==> src/rtl/ife_pkg.sv <==
// Shared configuration, block record and round-robin helpers for the multicore IFE dispatcher.
// All block/core widths derive from the constants below; resize the dispatcher here.
package ife_pkg;

    localparam int NUM_CORES   = 4;
    localparam int BLOCK_WORDS = 4;
    localparam int ID_W        = 8;
    localparam int FIFO_DEPTH  = 8;

    localparam int BLOCK_BITS  = BLOCK_WORDS * 32;
    localparam int CORE_IDX_W  = $clog2(NUM_CORES);
    localparam int CNT_W       = $clog2(NUM_CORES + 1);

    typedef logic [CORE_IDX_W-1:0] core_idx_t;

    typedef struct packed {
        logic [ID_W-1:0]       id;
        logic                  serial;
        logic [BLOCK_BITS-1:0] data;
    } block_t;

    typedef struct packed {
        logic      valid;
        core_idx_t idx;
    } grant_t;

    function automatic core_idx_t core_inc(input core_idx_t p);
        return (p == core_idx_t'(NUM_CORES - 1)) ? '0 : p + 1'b1;
    endfunction

    // First set bit of free_mask at or after ptr, wrapping at NUM_CORES (need not be a power of two).
    function automatic grant_t rr_pick(input logic [NUM_CORES-1:0] free_mask, input core_idx_t ptr);
        grant_t    g;
        int        idx;
        core_idx_t idx_c;
        g = '0;
        for (int k = 0; k < NUM_CORES; k++) begin
            idx = int'(ptr) + k;
            if (idx >= NUM_CORES) idx -= NUM_CORES;
            idx_c = core_idx_t'(idx);
            if (!g.valid && free_mask[idx_c]) begin
                g.valid = 1'b1;
                g.idx   = idx_c;
            end
        end
        return g;
    endfunction

endpackage

==> src/rtl/ife_multicore_dispatcher_if.sv <==
// Block-source, core-array and commit signals of the dispatcher bundled as one interface.
// master = block source / core array side, slave = dispatcher.
interface ife_multicore_dispatcher_if;
    import ife_pkg::*;

    logic                  in_valid;
    logic                  in_ready;
    logic [ID_W-1:0]       in_id;
    logic [BLOCK_BITS-1:0] in_data;
    logic                  in_serial;
    logic [NUM_CORES-1:0]  core_busy;
    logic [NUM_CORES-1:0]  core_done;
    logic [NUM_CORES-1:0]  disp_valid;
    logic [ID_W-1:0]       disp_id;
    logic [BLOCK_BITS-1:0] disp_data;
    logic                  commit_valid;
    logic [ID_W-1:0]       commit_id;
    core_idx_t             commit_core;
    logic [CNT_W-1:0]      inflight_cnt;
    logic                  err_spurious;

    modport master (
        output in_valid, in_id, in_data, in_serial, core_busy, core_done,
        input  in_ready, disp_valid, disp_id, disp_data, commit_valid, commit_id,
               commit_core, inflight_cnt, err_spurious
    );

    modport slave (
        input  in_valid, in_id, in_data, in_serial, core_busy, core_done,
        output in_ready, disp_valid, disp_id, disp_data, commit_valid, commit_id,
               commit_core, inflight_cnt, err_spurious
    );

endinterface

==> src/rtl/ife_block_fifo.sv <==
// Synchronous in-order queue of instruction blocks with full/empty flags.
// Pushes into a full queue and pops from an empty one are ignored.
module ife_block_fifo
    import ife_pkg::*;
#(
    parameter int DEPTH = FIFO_DEPTH
) (
    input  logic   clk,
    input  logic   rst_n,
    input  logic   push_i,
    input  block_t din_i,
    input  logic   pop_i,
    output block_t dout_o,
    output logic   full_o,
    output logic   empty_o
);

    localparam int PTR_W = (DEPTH > 1) ? $clog2(DEPTH) : 1;
    localparam int OCC_W = $clog2(DEPTH + 1);

    block_t           mem_q [DEPTH];
    logic [PTR_W-1:0] rd_q, wr_q;
    logic [OCC_W-1:0] occ_q;
    logic             do_push, do_pop;

    function automatic logic [PTR_W-1:0] ptr_inc(input logic [PTR_W-1:0] p);
        return (p == PTR_W'(DEPTH - 1)) ? '0 : p + 1'b1;
    endfunction

    assign full_o  = (occ_q == OCC_W'(DEPTH));
    assign empty_o = (occ_q == '0);
    assign do_push = push_i && !full_o;
    assign do_pop  = pop_i && !empty_o;
    assign dout_o  = mem_q[rd_q];

    // NOTE: storage has no reset; the pointers and occupancy alone decide which entries are live.
    always_ff @(posedge clk) begin
        if (do_push) mem_q[wr_q] <= din_i;
    end

    // NOTE: state uses <= so every register samples pre-edge values regardless of statement order.
    always_ff @(posedge clk) begin
        if (!rst_n) begin
            rd_q  <= '0;
            wr_q  <= '0;
            occ_q <= '0;
        end else begin
            if (do_push) wr_q <= ptr_inc(wr_q);
            if (do_pop)  rd_q <= ptr_inc(rd_q);
            occ_q <= occ_q + OCC_W'(do_push) - OCC_W'(do_pop);
        end
    end

endmodule

==> src/rtl/ife_multicore_dispatcher.sv <==
// Queues instruction blocks, dispatches them round-robin over NUM_CORES cores with serial barriers,
// and commits completions strictly in dispatch order.
module ife_multicore_dispatcher
    import ife_pkg::*;
(
    input logic                       clk,
    input logic                       rst_n,
    ife_multicore_dispatcher_if.slave bus
);

    block_t fifo_din, fifo_head;
    logic   fifo_full, fifo_empty, fifo_push, fifo_pop;

    logic [NUM_CORES-1:0] inflight_q, inflight_d;
    logic [NUM_CORES-1:0] done_q, done_d, done_set;
    logic [NUM_CORES-1:0] core_free;
    core_idx_t            rr_ptr_q, rr_ptr_d;
    logic                 serial_busy_q, serial_busy_d;
    logic [CNT_W-1:0]     inflight_cnt;
    grant_t               grant;
    logic                 commit;
    logic                 spurious;

    // Order queue: one entry per in-flight block, oldest at oq_rd_q.
    core_idx_t        oq_core_q [NUM_CORES];
    logic [ID_W-1:0]  oq_id_q   [NUM_CORES];
    core_idx_t        oq_rd_q, oq_wr_q, head_core;
    logic [CNT_W-1:0] oq_cnt_q;

    logic [NUM_CORES-1:0]  disp_valid_q;
    logic [ID_W-1:0]       disp_id_q;
    logic [BLOCK_BITS-1:0] disp_data_q;
    logic                  commit_valid_q;
    logic [ID_W-1:0]       commit_id_q;
    core_idx_t             commit_core_q;
    logic                  err_spurious_q;

    assign fifo_din     = '{id: bus.in_id, serial: bus.in_serial, data: bus.in_data};
    assign bus.in_ready = rst_n && !fifo_full;
    assign fifo_push    = bus.in_valid && bus.in_ready;
    assign fifo_pop     = grant.valid;

    ife_block_fifo #(.DEPTH(FIFO_DEPTH)) u_fifo (
        .clk     (clk),
        .rst_n   (rst_n),
        .push_i  (fifo_push),
        .din_i   (fifo_din),
        .pop_i   (fifo_pop),
        .dout_o  (fifo_head),
        .full_o  (fifo_full),
        .empty_o (fifo_empty)
    );

    assign core_free    = ~bus.core_busy & ~inflight_q;
    assign inflight_cnt = CNT_W'($countones(inflight_q));
    assign head_core    = oq_core_q[oq_rd_q];

    // A serial block needs an empty machine; while it runs, parallel blocks wait behind it.
    always_comb begin
        grant = '0;
        if (!fifo_empty) begin
            if (fifo_head.serial) begin
                if (inflight_cnt == '0 && core_free[0]) grant = '{valid: 1'b1, idx: '0};
            end else if (!serial_busy_q) begin
                grant = rr_pick(core_free, rr_ptr_q);
            end
        end
    end

    // NOTE: every always_comb output gets a default first, so no path can infer a latch.
    always_comb begin
        done_set      = done_q | (bus.core_done & inflight_q);
        spurious      = |(bus.core_done & ~inflight_q);
        commit        = (oq_cnt_q != '0) && done_set[head_core];
        inflight_d    = inflight_q;
        done_d        = done_set;
        serial_busy_d = serial_busy_q;
        rr_ptr_d      = rr_ptr_q;
        if (commit) begin
            inflight_d[head_core] = 1'b0;
            done_d[head_core]     = 1'b0;
            serial_busy_d         = 1'b0;
        end
        if (grant.valid) begin
            inflight_d[grant.idx] = 1'b1;
            if (fifo_head.serial) serial_busy_d = 1'b1;
            else                  rr_ptr_d      = core_inc(grant.idx);
        end
    end

    always_ff @(posedge clk) begin
        if (grant.valid) begin
            oq_core_q[oq_wr_q] <= grant.idx;
            oq_id_q[oq_wr_q]   <= fifo_head.id;
        end
    end

    always_ff @(posedge clk) begin
        if (!rst_n) begin
            inflight_q     <= '0;
            done_q         <= '0;
            rr_ptr_q       <= '0;
            serial_busy_q  <= 1'b0;
            oq_rd_q        <= '0;
            oq_wr_q        <= '0;
            oq_cnt_q       <= '0;
            disp_valid_q   <= '0;
            disp_id_q      <= '0;
            disp_data_q    <= '0;
            commit_valid_q <= 1'b0;
            commit_id_q    <= '0;
            commit_core_q  <= '0;
            err_spurious_q <= 1'b0;
        end else begin
            inflight_q     <= inflight_d;
            done_q         <= done_d;
            rr_ptr_q       <= rr_ptr_d;
            serial_busy_q  <= serial_busy_d;
            err_spurious_q <= err_spurious_q | spurious;
            oq_cnt_q       <= oq_cnt_q + CNT_W'(grant.valid) - CNT_W'(commit);
            if (grant.valid) oq_wr_q <= core_inc(oq_wr_q);
            if (commit)      oq_rd_q <= core_inc(oq_rd_q);

            disp_valid_q <= grant.valid ? (NUM_CORES'(1) << grant.idx) : '0;
            if (grant.valid) begin
                disp_id_q   <= fifo_head.id;
                disp_data_q <= fifo_head.data;
            end

            commit_valid_q <= commit;
            if (commit) begin
                commit_id_q   <= oq_id_q[oq_rd_q];
                commit_core_q <= head_core;
            end
        end
    end

    assign bus.disp_valid   = disp_valid_q;
    assign bus.disp_id      = disp_id_q;
    assign bus.disp_data    = disp_data_q;
    assign bus.commit_valid = commit_valid_q;
    assign bus.commit_id    = commit_id_q;
    assign bus.commit_core  = commit_core_q;
    assign bus.inflight_cnt = inflight_cnt;
    assign bus.err_spurious = err_spurious_q;

endmodule

==> src/flat_wrapper.sv <==
// flat-port wrapper written by rule: the top's interface ports become plain ports
module ife_multicore_dispatcher_flat import ife_pkg::*;
  (clk, rst_n, bus_in_valid, bus_in_id, bus_in_data, bus_in_serial, bus_core_busy, bus_core_done, bus_in_ready, bus_disp_valid, bus_disp_id, bus_disp_data, bus_commit_valid, bus_commit_id, bus_commit_core, bus_inflight_cnt, bus_err_spurious);
  ife_multicore_dispatcher_if bus_i ();
  input logic clk;
  input logic rst_n;
  input wire logic [$bits(bus_i.in_valid)-1:0] bus_in_valid;
  input wire logic [$bits(bus_i.in_id)-1:0] bus_in_id;
  input wire logic [$bits(bus_i.in_data)-1:0] bus_in_data;
  input wire logic [$bits(bus_i.in_serial)-1:0] bus_in_serial;
  input wire logic [$bits(bus_i.core_busy)-1:0] bus_core_busy;
  input wire logic [$bits(bus_i.core_done)-1:0] bus_core_done;
  output wire logic [$bits(bus_i.in_ready)-1:0] bus_in_ready;
  output wire logic [$bits(bus_i.disp_valid)-1:0] bus_disp_valid;
  output wire logic [$bits(bus_i.disp_id)-1:0] bus_disp_id;
  output wire logic [$bits(bus_i.disp_data)-1:0] bus_disp_data;
  output wire logic [$bits(bus_i.commit_valid)-1:0] bus_commit_valid;
  output wire logic [$bits(bus_i.commit_id)-1:0] bus_commit_id;
  output wire logic [$bits(bus_i.commit_core)-1:0] bus_commit_core;
  output wire logic [$bits(bus_i.inflight_cnt)-1:0] bus_inflight_cnt;
  output wire logic [$bits(bus_i.err_spurious)-1:0] bus_err_spurious;
  assign bus_i.in_valid = bus_in_valid;
  assign bus_i.in_id = bus_in_id;
  assign bus_i.in_data = bus_in_data;
  assign bus_i.in_serial = bus_in_serial;
  assign bus_i.core_busy = bus_core_busy;
  assign bus_i.core_done = bus_core_done;
  assign bus_in_ready = bus_i.in_ready;
  assign bus_disp_valid = bus_i.disp_valid;
  assign bus_disp_id = bus_i.disp_id;
  assign bus_disp_data = bus_i.disp_data;
  assign bus_commit_valid = bus_i.commit_valid;
  assign bus_commit_id = bus_i.commit_id;
  assign bus_commit_core = bus_i.commit_core;
  assign bus_inflight_cnt = bus_i.inflight_cnt;
  assign bus_err_spurious = bus_i.err_spurious;
  ife_multicore_dispatcher u_core (.clk(clk), .rst_n(rst_n), .bus(bus_i));
endmodule
==> config.mk <==
export PLATFORM = sky130hd
export DESIGN_NAME = ife_multicore_dispatcher_flat
export DESIGN_NICKNAME = d
export VERILOG_FILES = /design/src/rtl/ife_pkg.sv /design/src/rtl/ife_multicore_dispatcher_if.sv /design/src/rtl/ife_block_fifo.sv /design/src/rtl/ife_multicore_dispatcher.sv /design/src/flat_wrapper.sv
export SDC_FILE = /design/constraint.sdc
export NUM_CORES = 1
export LEC_CHECK = 0
export CAP_MARGIN = 20
export CORE_ASPECT_RATIO = 0.75
export CORE_MARGIN = 3
export CORE_UTILIZATION = 50
export CTS_CLUSTER_DIAMETER = 80
export DETAILED_ROUTE_END_ITERATION = 16
export PLACE_DENSITY = 0.72
export SYNTH_ARGS = -nofsm -noshare
export SYNTH_HDL_FRONTEND = slang
export SYNTH_HIERARCHICAL = 1
export SYNTH_SLANG_ARGS = --single-unit
==> constraint.sdc <==
create_clock -name clk -period 16.1 [get_ports clk]
set_input_delay 2.415 -clock clk [delete_from_list [all_inputs] [get_ports clk]]
set_output_delay 2.415 -clock clk [all_outputs]
set_load 0.02 [all_outputs]
==> results.md, run 1 <==
- Status: complete, no violations
- Buffer count from post-CTS setup fixing: 0
- Initial cell density of the core: approximately half
- Period minus WS final: 6.96 ns
- Fraction of synthesis flops using an asynchronous set or reset pin: 0%
- Instance count along the most critical hold path: 2
- Destination of the worst register-to-register timing path: u_core/u_fifo/occ_q[2]
- Via count: 24.3k
- Max rail drop VDD: 0.000172 V
- Netlist cell types: 48
- Biggest area contributors in the synthesized netlist: sky130_fd_sc_hd__edfxtp_1, sky130_fd_sc_hd__mux4_2, sky130_fd_sc_hd__dfxtp_1
- Post-synthesis net count: 2685
- Final weighted congestion in routability-driven placement: 0.802
- CTS Sinks: 1321
- Setup slack after layout: 9.14 ns
- Launch point of the critical path: rst_n
- Number of placement rows: 100
- Number of antenna violations at the first check in global routing: 30
- Global-route wire length before repair: 163000 microns
- Pre-Repair DR Iteration Count: 6
- Sequential-to-total area share from yosys stat: 74.9%
- Library cell occupying the most area in the post-synthesis netlist: sky130_fd_sc_hd__edfxtp_1
- Max-Slew Margin vs Limit: 23.4%
- TritonCTS clock tree: built
- Highest-count cells in the layout ignoring fill and taps: sky130_fd_sc_hd__edfxtp_1, sky130_fd_sc_hd__clkdlybuf4s50_1, sky130_fd_sc_hd__mux4_2, sky130_fd_sc_hd__nand2_1, sky130_fd_sc_hd__dfxtp_1
- Reg2Reg Depth: 17
- FILL cells: ~7k
- Post-synthesis instance area: 50500 sq um
- Count of port buffers added during placement: 303
- DRC viols: 0
- Power density of the placed cells: between 150 and 200 nW/um^2
- Beginning of the worst register-to-register path: u_core/inflight_q[0]
- Insertion delay of the later-clocked pin in the worst-skew pair: 0.70 ns
- Sum Neg Setup Slack: 0 ns
- Die width: 373 microns
- Maximum operating frequency: 144 MHz
- Synthesized area divided by synthesized cell count: about 20 sq um
- Hold_sp: u_core/bus.disp_data[0]
- #FFs+latches synth: 1321
- Number of maximum-capacitance constraint violations: 0
- Cell count after synthesis: 2511
- Total congestion overflow after global routing: 0
- Minimum setup slack among reg-to-reg paths: 10.96 ns
- Type of element capturing the critical path: output pin
- Crit Path Max Fanout: 78
- Final WL: 108000 microns
- Kind of start point of the critical path: primary input
- Hold worst-path end: u_core/bus.disp_data[0]
- Layout cell share with drive strength beyond 1: 28.9%
- Final Hold Fails: 0
- Required time of the worst setup path: 13.69 ns
- # resized after CTS: 0
- RSZ-0062 raised after global routing: false
- YS warnings: 6
- Area share of the largest cell type after synthesis: between 60 and 70%
- Maximum clock path buffer count: 3
- Number of routed nets with antenna violations: 0
- Count of endpoints failing setup in the final report: 0
- Iteration-0 DRC Markers: between 2k and 2.5k
- Fin. max-slew vios: 0
- Placed wire-length estimate after detailed placement: 57700 microns
- Classification of the worst-slack hold path: flip-flop to flip-flop
- Total leakage power: 18.2 nW
- Number of standard cells in the layout, taps in and fillers out: approximately 4.3k
- Area used by multi-input combinational logic: 11700 sq um
- Most instantiated flip-flop cell in the synthesis netlist: sky130_fd_sc_hd__edfxtp_1
- Htree depth: 3
- Most frequent standard cell in the layout excluding fill and tap cells: sky130_fd_sc_hd__edfxtp_1
- Vias per cell: 5.67
- Worst setup skew after layout: 0.0313 ns
- Number of buffers inserted by hold repair at cts: 0
- Top Ports: 304
- Largest net degree at the start of global routing: 157
- Number of clock buffers inserted by TritonCTS: 121
- Placement Setup Slack: roughly 9.1 ns
- Clock tree root driver cell: sky130_fd_sc_hd__clkbuf_16
- Final period utilization: a little over two fifths
- Placed Cells incl. Taps: approximately 4.0k
- Area of the core: 99700 sq um
- Area Growth Syn to Fin: 16.2%
- Total track usage: 20.7%
- Clock-pin transition on the worst setup and hold timing paths: ~0.06 ns
- Final Net Count: 3003
- Routed length per placed instance: 25.2 microns
- CP Class: primary input to output pin
- Total die area: 105000 sq um
- Die Y: roughly 280 microns
- Critical path data arrival time: ~4.6 ns
- Number of enable flip-flop cells after synthesis: 1136
- Least-Margin Pin Slew: 1.15 ns
- Number of global-route vias before repair: 25.6k
- Area taken by flip-flops and latches: 37800 sq um
==> power by group <==
| part | switching (mW) | leakage [nW] | internal (mW) | total, mW |
|---|---|---|---|---|
| registers | 0.150 | 11.8 | 3.99 | 4.14 |
| logic | 1.17 | 4.42 | 0.856 | 2.02 |
| clock network | 1.22 | 1.96 | 1.62 | 2.84 |
==> worst max-delay path, cell delays in order <==
cell and delay, ns:
sky130_fd_sc_hd__clkdlybuf4s50_1 0.46, sky130_fd_sc_hd__buf_4 0.41, sky130_fd_sc_hd__inv_8 0.35, sky130_fd_sc_hd__nor2_1 0.23, sky130_fd_sc_hd__clkdlybuf4s50_1 0.64
==> layout make-up <==
cell class                 instances  share of cell area, %
inverter                          23                  0.173
timing repair buffer             330                   5.76
clock buffer                     171                   5.74
sequential                      1321                   64.4
antenna                           19                 0.0810
clock inverter                    60                   1.05
multi-input combinational       1032                   19.9
tap                             1326                   2.83
==> registers in the layout, indices dropped and copies added, names as in the netlist, 8 cells and up, named ones only <==
name	cells
u_core/bus.commit_id	8
u_core/bus.disp_data	128
u_core/bus.disp_id	8
u_core/oq_core_q	8
u_core/oq_id_q	32
u_core/u_fifo/mem_q	1096
==> Yosys cell counts, types with 4 or more instances <==
library cell / n
sky130_fd_sc_hd__a21oi_1: 53
sky130_fd_sc_hd__buf_2: 18
sky130_fd_sc_hd__buf_12: 11
sky130_fd_sc_hd__dfxtp_1: 185
sky130_fd_sc_hd__or3_1: 5
sky130_fd_sc_hd__inv_1: 22
sky130_fd_sc_hd__nor2_1: 16
sky130_fd_sc_hd__a21oi_2: 100
sky130_fd_sc_hd__nand2b_1: 4
sky130_fd_sc_hd__nand2_2: 100
sky130_fd_sc_hd__a211oi_1: 4
sky130_fd_sc_hd__clkbuf_1: 55
sky130_fd_sc_hd__mux4_2: 284
sky130_fd_sc_hd__and2_1: 10
sky130_fd_sc_hd__buf_6: 35
sky130_fd_sc_hd__edfxtp_1: 1136
sky130_fd_sc_hd__mux2i_1: 22
sky130_fd_sc_hd__o21ai_0: 6
sky130_fd_sc_hd__buf_1: 15
sky130_fd_sc_hd__ha_1: 23
sky130_fd_sc_hd__mux2_2: 137
sky130_fd_sc_hd__nand2_1: 221
sky130_fd_sc_hd__nor3_1: 13
==> layer usage <==
layer / wire length (microns) / global-route usage (%)
met5: 98 / 0
met4: 1800 / 5.30
met3: 8210 / 6.02
met2: 51000 / 32.8
met1: 46900 / 28.7
==> cells by family after synthesis <==
logic type | count (synthesis) | synth area share, %
flops | 1321 | 74.9
mux | 443 | 16.2
simple gates | 384 | 3.57
compound gates | 176 | 2.58
buf+inv | 158 | 2.10
fa+ha+maj | 26 | 0.689
xor+xnor | 3 | 0.0520
==> metrics by stage <==
stage / hold slack [ns] / total power [mW] / utilization, % / cell area, sq um
floorplan: 0.436 / 5.62 / - / 50500
global placement: 0.438 / 6.20 / 54.8 / 54600
detailed placement: 0.446 / 6.25 / 54.8 / 54600
CTS: 0.454 / 9.09 / 58.8 / 58600
global route: 0.469 / 9.38 / 58.8 / 58700
finish: 0.452 / 9.00 / 58.9 / 58700
==> worst max path at each step <==
| stage | end | slack, ns | depth (start not counted) |
|---|---|---|---|
| final | bus_in_ready | 9.14 | 5 |
| after global routing | bus_in_ready | 9.02 | 5 |
| after CTS | bus_in_ready | 9.13 | 5 |
| after detailed placement | bus_in_ready | 9.15 | 5 |
| after global placement | bus_in_ready | 9.19 | 5 |
| after floorplan | u_core/u_fifo/mem_q[2][0] | 2.35 | 7 |
Note: power is estimated with default switching activity, not from simulation.
==> run 2: changes to the inputs <==
Clock period 16.1 ns to 5.8 ns, I/O delays scaled along.
==> results.md, run 2 (same netlist as run 1, synthesis figures left out) <==
- Status: complete, no violations
- Minimum setup slack among reg-to-reg paths: 1.05 ns
- Highest-count cells in the layout ignoring fill and taps: sky130_fd_sc_hd__edfxtp_1, sky130_fd_sc_hd__clkdlybuf4s50_1, sky130_fd_sc_hd__mux4_2, sky130_fd_sc_hd__nand2_1, sky130_fd_sc_hd__dfxtp_1
- Util after Layout: 59.1%
- Via count: 24.3k
- Die Y: 281 microns
- Clock tree root driver cell: sky130_fd_sc_hd__clkbuf_16
- Buffer count from post-CTS setup fixing: 0
- Power density of the placed cells: 427 nW/um^2
- TritonCTS clock tree: built
- Maximum clock path buffer count: 3
- Vias per cell: 5.66
- Iteration-0 DRC Markers: around 1.8k
- Area Growth Syn to Fin: 16.7%
- Number of clock buffers inserted by TritonCTS: around 120
- Least-Margin Pin Slew: 1.02 ns
- Layout cell share with drive strength beyond 1: 29.6%
- Total die area: 105000 sq um
- Placed wire-length estimate after detailed placement: about 56000 microns
- Top Ports: 304
- Final period utilization: 81.8%
- Number of placement rows: 100
- Final Net Count: between 3k and 4k
- Count of port buffers added during placement: 303
- Count of endpoints failing setup in the final report: 0
- Type of element capturing the critical path: flip-flop
- Routed length per placed instance: 25.1 microns
- Most frequent standard cell in the layout excluding fill and tap cells: sky130_fd_sc_hd__edfxtp_1
- Number of global-route vias before repair: 25.7k
- Number of standard cells in the layout, taps in and fillers out: 4285
- Initial cell density of the core: 50.7%
- Clock-pin transition on the worst setup and hold timing paths: 0.07 ns
- Total leakage power: 18.3 nW
- Period minus WS final: 4.75 ns
- Die width: 373 microns
- Final weighted congestion in routability-driven placement: between 0.8 and 0.9
- Largest register FFs: roughly 1.1k
- Final Hold Fails: 0
- Final WL: 108000 microns
- Max rail drop VDD: 0.000557 V
- Number of buffers inserted by hold repair at cts: 0
- Maximum operating frequency: about 210 MHz
- Htree depth: 3
- Insertion delay of the later-clocked pin in the worst-skew pair: 0.72 ns
- Fin. max-slew vios: 0
- Worst setup skew after layout: 0.0259 ns
- Largest net degree at the start of global routing: 160
- Area of the core: about 100000 sq um
- # resized after CTS: 0
- Total congestion overflow after global routing: 0
- Critical path data arrival time: 5.38 ns
- RSZ-0062 raised after global routing: false
- CP Class: flip-flop to flip-flop
- Register with the most flip-flops: u_core/u_fifo/mem_q
- Max-Slew Margin vs Limit: 32.0%
- Number of maximum-capacitance constraint violations: 0
- Number of routed nets with antenna violations: 0
- Number of antenna violations at the first check in global routing: 19
- Total track usage: between 20 and 25%
- Classification of the worst-slack hold path: flip-flop to flip-flop
- Sum Neg Setup Slack: 0 ns
- Placed Cells incl. Taps: roughly 4.0k
- Kind of start point of the critical path: flip-flop
- Required time of the worst setup path: 6.43 ns
- Pre-Repair DR Iteration Count: 7
- DRC viols: 0
- CTS Sinks: 1321
- Global-route wire length before repair: 163000 microns
- Crit Path Max Fanout: 101
run 2: changes by cell type in the layout (fill, tap and decap cells not counted), sizes merged:
cell and delta:
bufinv +6, buf +12, clkbuf -16, clkinv -1
diode -5, clkinvlp +7
run 2: path summary, 6_finish.rpt:
path	startpoint	end	depth (start not counted)
setup / recovery	u_core/inflight_q[0]	u_core/bus.disp_data[66]	13
hold / removal	u_core/bus.disp_data[16]	u_core/bus.disp_data[16]	2
setup reg to reg	u_core/inflight_q[0]	u_core/bus.disp_data[66]	13
hold reg to reg	u_core/bus.disp_data[16]	u_core/bus.disp_data[16]	2
run 2: layout make-up:
type	count	area (sq um)
inverters	23	101
fillers	7082	40700
multi-input cells	1032	11800
well taps	1326	1660
clock inverters	72	843
diodes	14	35.0
flip-flops and latches	1321	37800
repair buffers	342	3520
clock buffers	155	3230
run 2: per-stage QoR:
| stage | area [sq um] | hold slack [ns] | setup slack (ns) | power (mW) |
|---|---|---|---|---|
| finish | 59000 | 0.452 | 1.05 | 25.2 |
| global route | 58900 | 0.470 | 0.829 | 26.3 |
| CTS | 58900 | 0.452 | 1.05 | 25.5 |
| detailed placement | 54900 | 0.443 | 1.05 | 17.4 |
| global placement | 54800 | 0.440 | 1.25 | 17.2 |
| floorplan | 50600 | 0.436 | -0.651 | 15.6 |
run 2: worst max-delay path, cell delays in order (launching register included):
cell	delay (ns)
sky130_fd_sc_hd__dfxtp_1	0.44
sky130_fd_sc_hd__inv_1	0.12
sky130_fd_sc_hd__fa_1	0.55
sky130_fd_sc_hd__inv_1	0.05
sky130_fd_sc_hd__ha_1	0.18
sky130_fd_sc_hd__ha_1	0.32
sky130_fd_sc_hd__or4b_1	0.51
sky130_fd_sc_hd__or3_1	0.38
sky130_fd_sc_hd__and2_4	0.22
sky130_fd_sc_hd__inv_8	0.06
sky130_fd_sc_hd__buf_12	0.54
sky130_fd_sc_hd__buf_4	0.88
sky130_fd_sc_hd__nand2_2	0.13
sky130_fd_sc_hd__a21oi_2	0.19
run 2: per-layer routing:
metal	track usage [%]	wire length (microns)	vias up
li1	-	-	10600
met1	29.1	47300	12900
met2	33.3	52500	615
met3	4.71	6250	143
met4	4.33	1510	16
met5	0	108	-
run 2: power breakdown:
group,internal [mW],switching [mW]
combinational,2.39,3.23
clock,4.66,3.41
sequential,11.1,0.413
total,18.1,7.05
==> run 3: changes to the inputs <==
Settings changed: PLACE_DENSITY 0.72 to 0.69.
Clock period 5.8 ns to 4.45 ns, I/O delays scaled along.
==> results.md, run 3 (same netlist as run 1, synthesis figures left out) <==
- Pre-Repair DR Iteration Count: 7
- CTS Sinks: 1321
- Area taken by flip-flops and latches: between 30000 and 40000 sq um
- Reg2Reg Depth: 16
- CP Class: flip-flop to flip-flop
- DRC viols: 0
- Buffer count from post-CTS setup fixing: 0
- FILL cells: 7019
- # resized after CTS: 0
- Crit Path Max Fanout: 27
- Number of antenna violations at the first check in global routing: 23
- Number of clock buffers inserted by TritonCTS: 120
- Instance count along the most critical hold path: 2
- Max-Slew Margin vs Limit: between 20% and 30%
- Count of endpoints failing setup in the final report: 0
- Final weighted congestion in routability-driven placement: 0.804
- Number of maximum-capacitance constraint violations: 0
- RSZ-0062 raised after global routing: false
- Type of element capturing the critical path: flip-flop
- Area Growth Syn to Fin: 17.5%
- Destination of the worst register-to-register timing path: u_core/oq_cnt_q[2]
- Via count: ~24k
- Placed wire-length estimate after detailed placement: 57600 microns
- Final Hold Fails: 0
- Total track usage: 20.9%
- Vias per cell: ~5.7
- Number of buffers inserted by hold repair at cts: 0
- Top Ports: 304
- Classification of the worst-slack hold path: flip-flop to flip-flop
- Iteration-0 DRC Markers: 1885
- Routed length per placed instance: 25.5 microns
- Number of placement rows: 100
- Max rail drop VDD: approximately 0.00074 V
- Minimum setup slack among reg-to-reg paths: 0.20 ns
- Required time of the worst setup path: 5.00 ns
- Number of routed nets with antenna violations: 0
- Status: complete, no violations
- Final WL: 109000 microns
- Fin. max-slew vios: 0
- Final period utilization: 95.6%
- Power density of the placed cells: between 500 and 600 nW/um^2
- Overall power consumption: 33.4 mW
- Largest register FFs: 1096
- Clock tree root driver cell: sky130_fd_sc_hd__clkbuf_16
- Initial cell density of the core: 50.7%
- Maximum operating frequency: 235 MHz
- Critical path data arrival time: approximately 4.8 ns
- Total congestion overflow after global routing: 0
- Beginning of the worst register-to-register path: u_core/inflight_q[1]
- Most frequent standard cell in the layout excluding fill and tap cells: sky130_fd_sc_hd__edfxtp_1
- Kind of start point of the critical path: flip-flop
- Sum Neg Setup Slack: 0 ns
- Least-Margin Pin Slew: 1.12 ns
- Insertion delay of the later-clocked pin in the worst-skew pair: roughly 0.70 ns
- Period minus WS final: 4.25 ns
- Htree depth: 3
- Layout cell share with drive strength beyond 1: 30.2%
- Register with the most flip-flops: u_core/u_fifo/mem_q
- TritonCTS clock tree: built
- Global-route wire length before repair: 164000 microns
- Total leakage power: 18.4 nW
- Clock-pin transition on the worst setup and hold timing paths: 0.07 ns
- Count of port buffers added during placement: 303
- Largest net degree at the start of global routing: around 150
- Total die area: roughly 100000 sq um
- Area of the core: around 100000 sq um
- Capture point of the critical path: u_core/oq_cnt_q[2]
- Maximum clock path buffer count: 3
- Die Y: roughly 280 microns
- Final Net Count: 3017
- Worst setup skew after layout: between 0.015 and 0.02 ns
- Util after Layout: 59.5%
- Number of global-route vias before repair: 25.8k
- Die width: 373 microns
- Highest-count cells in the layout ignoring fill and taps: sky130_fd_sc_hd__edfxtp_1, sky130_fd_sc_hd__clkdlybuf4s50_1, sky130_fd_sc_hd__mux4_2, sky130_fd_sc_hd__nand2_1, sky130_fd_sc_hd__dfxtp_1
- Launch point of the critical path: u_core/inflight_q[1]
- Area used by multi-input combinational logic: 11800 sq um
[run 3: cell count changes in the layout (fill, tap and decap cells not counted), moves of 4 or more]
cell and delta:
sky130_fd_sc_hd__clkbuf_1 -8, sky130_fd_sc_hd__clkbuf_8 +13, sky130_fd_sc_hd__buf_4 -4, sky130_fd_sc_hd__buf_12 +8, sky130_fd_sc_hd__clkbuf_16 +6, sky130_fd_sc_hd__clkinv_1 -7
[run 3: layout make-up]
class	instances	area share, %
Antenna cell	11	0.0464
Clock buffer	166	5.95
Clock inverter	62	1.40
Inverter	23	0.171
Multi-Input combinational cell	1032	19.8
Sequential cell	1321	63.7
Tap cell	1326	2.80
Timing Repair Buffer	345	6.10
[run 3: power breakdown]
group | leakage, nW | internal (mW) | switching (mW)
Clock | 2.14 | 6.65 | 4.42
Sequential | 11.8 | 14.4 | 0.490
Combinational | 4.54 | 3.15 | 4.25
[run 3: worst min path at each step]
stage,startpoint,end
after floorplan,u_core/serial_busy_q,u_core/serial_busy_q
after global placement,u_core/bus.disp_data[21],u_core/bus.disp_data[21]
after detailed placement,u_core/bus.disp_data[16],u_core/bus.disp_data[16]
after CTS,u_core/bus.disp_data[14],u_core/bus.disp_data[14]
after global routing,u_core/bus.disp_data[17],u_core/bus.disp_data[17]
final,u_core/bus.disp_data[11],u_core/bus.disp_data[11]
[run 3: worst max-delay path: stages, from the launching register on]
cell                      delay (ns)
sky130_fd_sc_hd__dfxtp_1        0.39
sky130_fd_sc_hd__inv_1          0.10
sky130_fd_sc_hd__fa_1           0.51
sky130_fd_sc_hd__inv_1          0.05
sky130_fd_sc_hd__ha_1           0.19
sky130_fd_sc_hd__ha_2           0.29
sky130_fd_sc_hd__or4b_1         0.49
sky130_fd_sc_hd__or3_1          0.36
sky130_fd_sc_hd__and2_4         0.21
sky130_fd_sc_hd__inv_8          0.05
sky130_fd_sc_hd__buf_4          0.40
sky130_fd_sc_hd__ha_1           0.22
sky130_fd_sc_hd__inv_1          0.05
sky130_fd_sc_hd__fa_1           0.40
sky130_fd_sc_hd__xor2_1         0.18
sky130_fd_sc_hd__xnor2_1        0.14
sky130_fd_sc_hd__nor2_1         0.06
[run 3: per-stage QoR]
step	std cells	worst slack (ns)	hold WS, ns	instance area (sq um)
finish	4286	0.197	0.452	59400
global route	4279	0.0510	0.472	59300
CTS	4275	0.234	0.456	59300
detailed placement	4047	0.241	0.446	55000
global placement	4047	0.300	0.438	55000
floorplan	2511	-1.80	0.436	50700
[run 3: per-layer routing]
| layer | up-vias | share of wire, % | track usage, % |
|---|---|---|---|
| li1 | 10600 | - | - |
| met1 | 12900 | 43 | 28.7 |
| met2 | 628 | 49 | 34.0 |
| met3 | 170 | 6.4 | 5.22 |
| met4 | 24 | 1.9 | 5.08 |
| met5 | - | 0.15 | 0 |
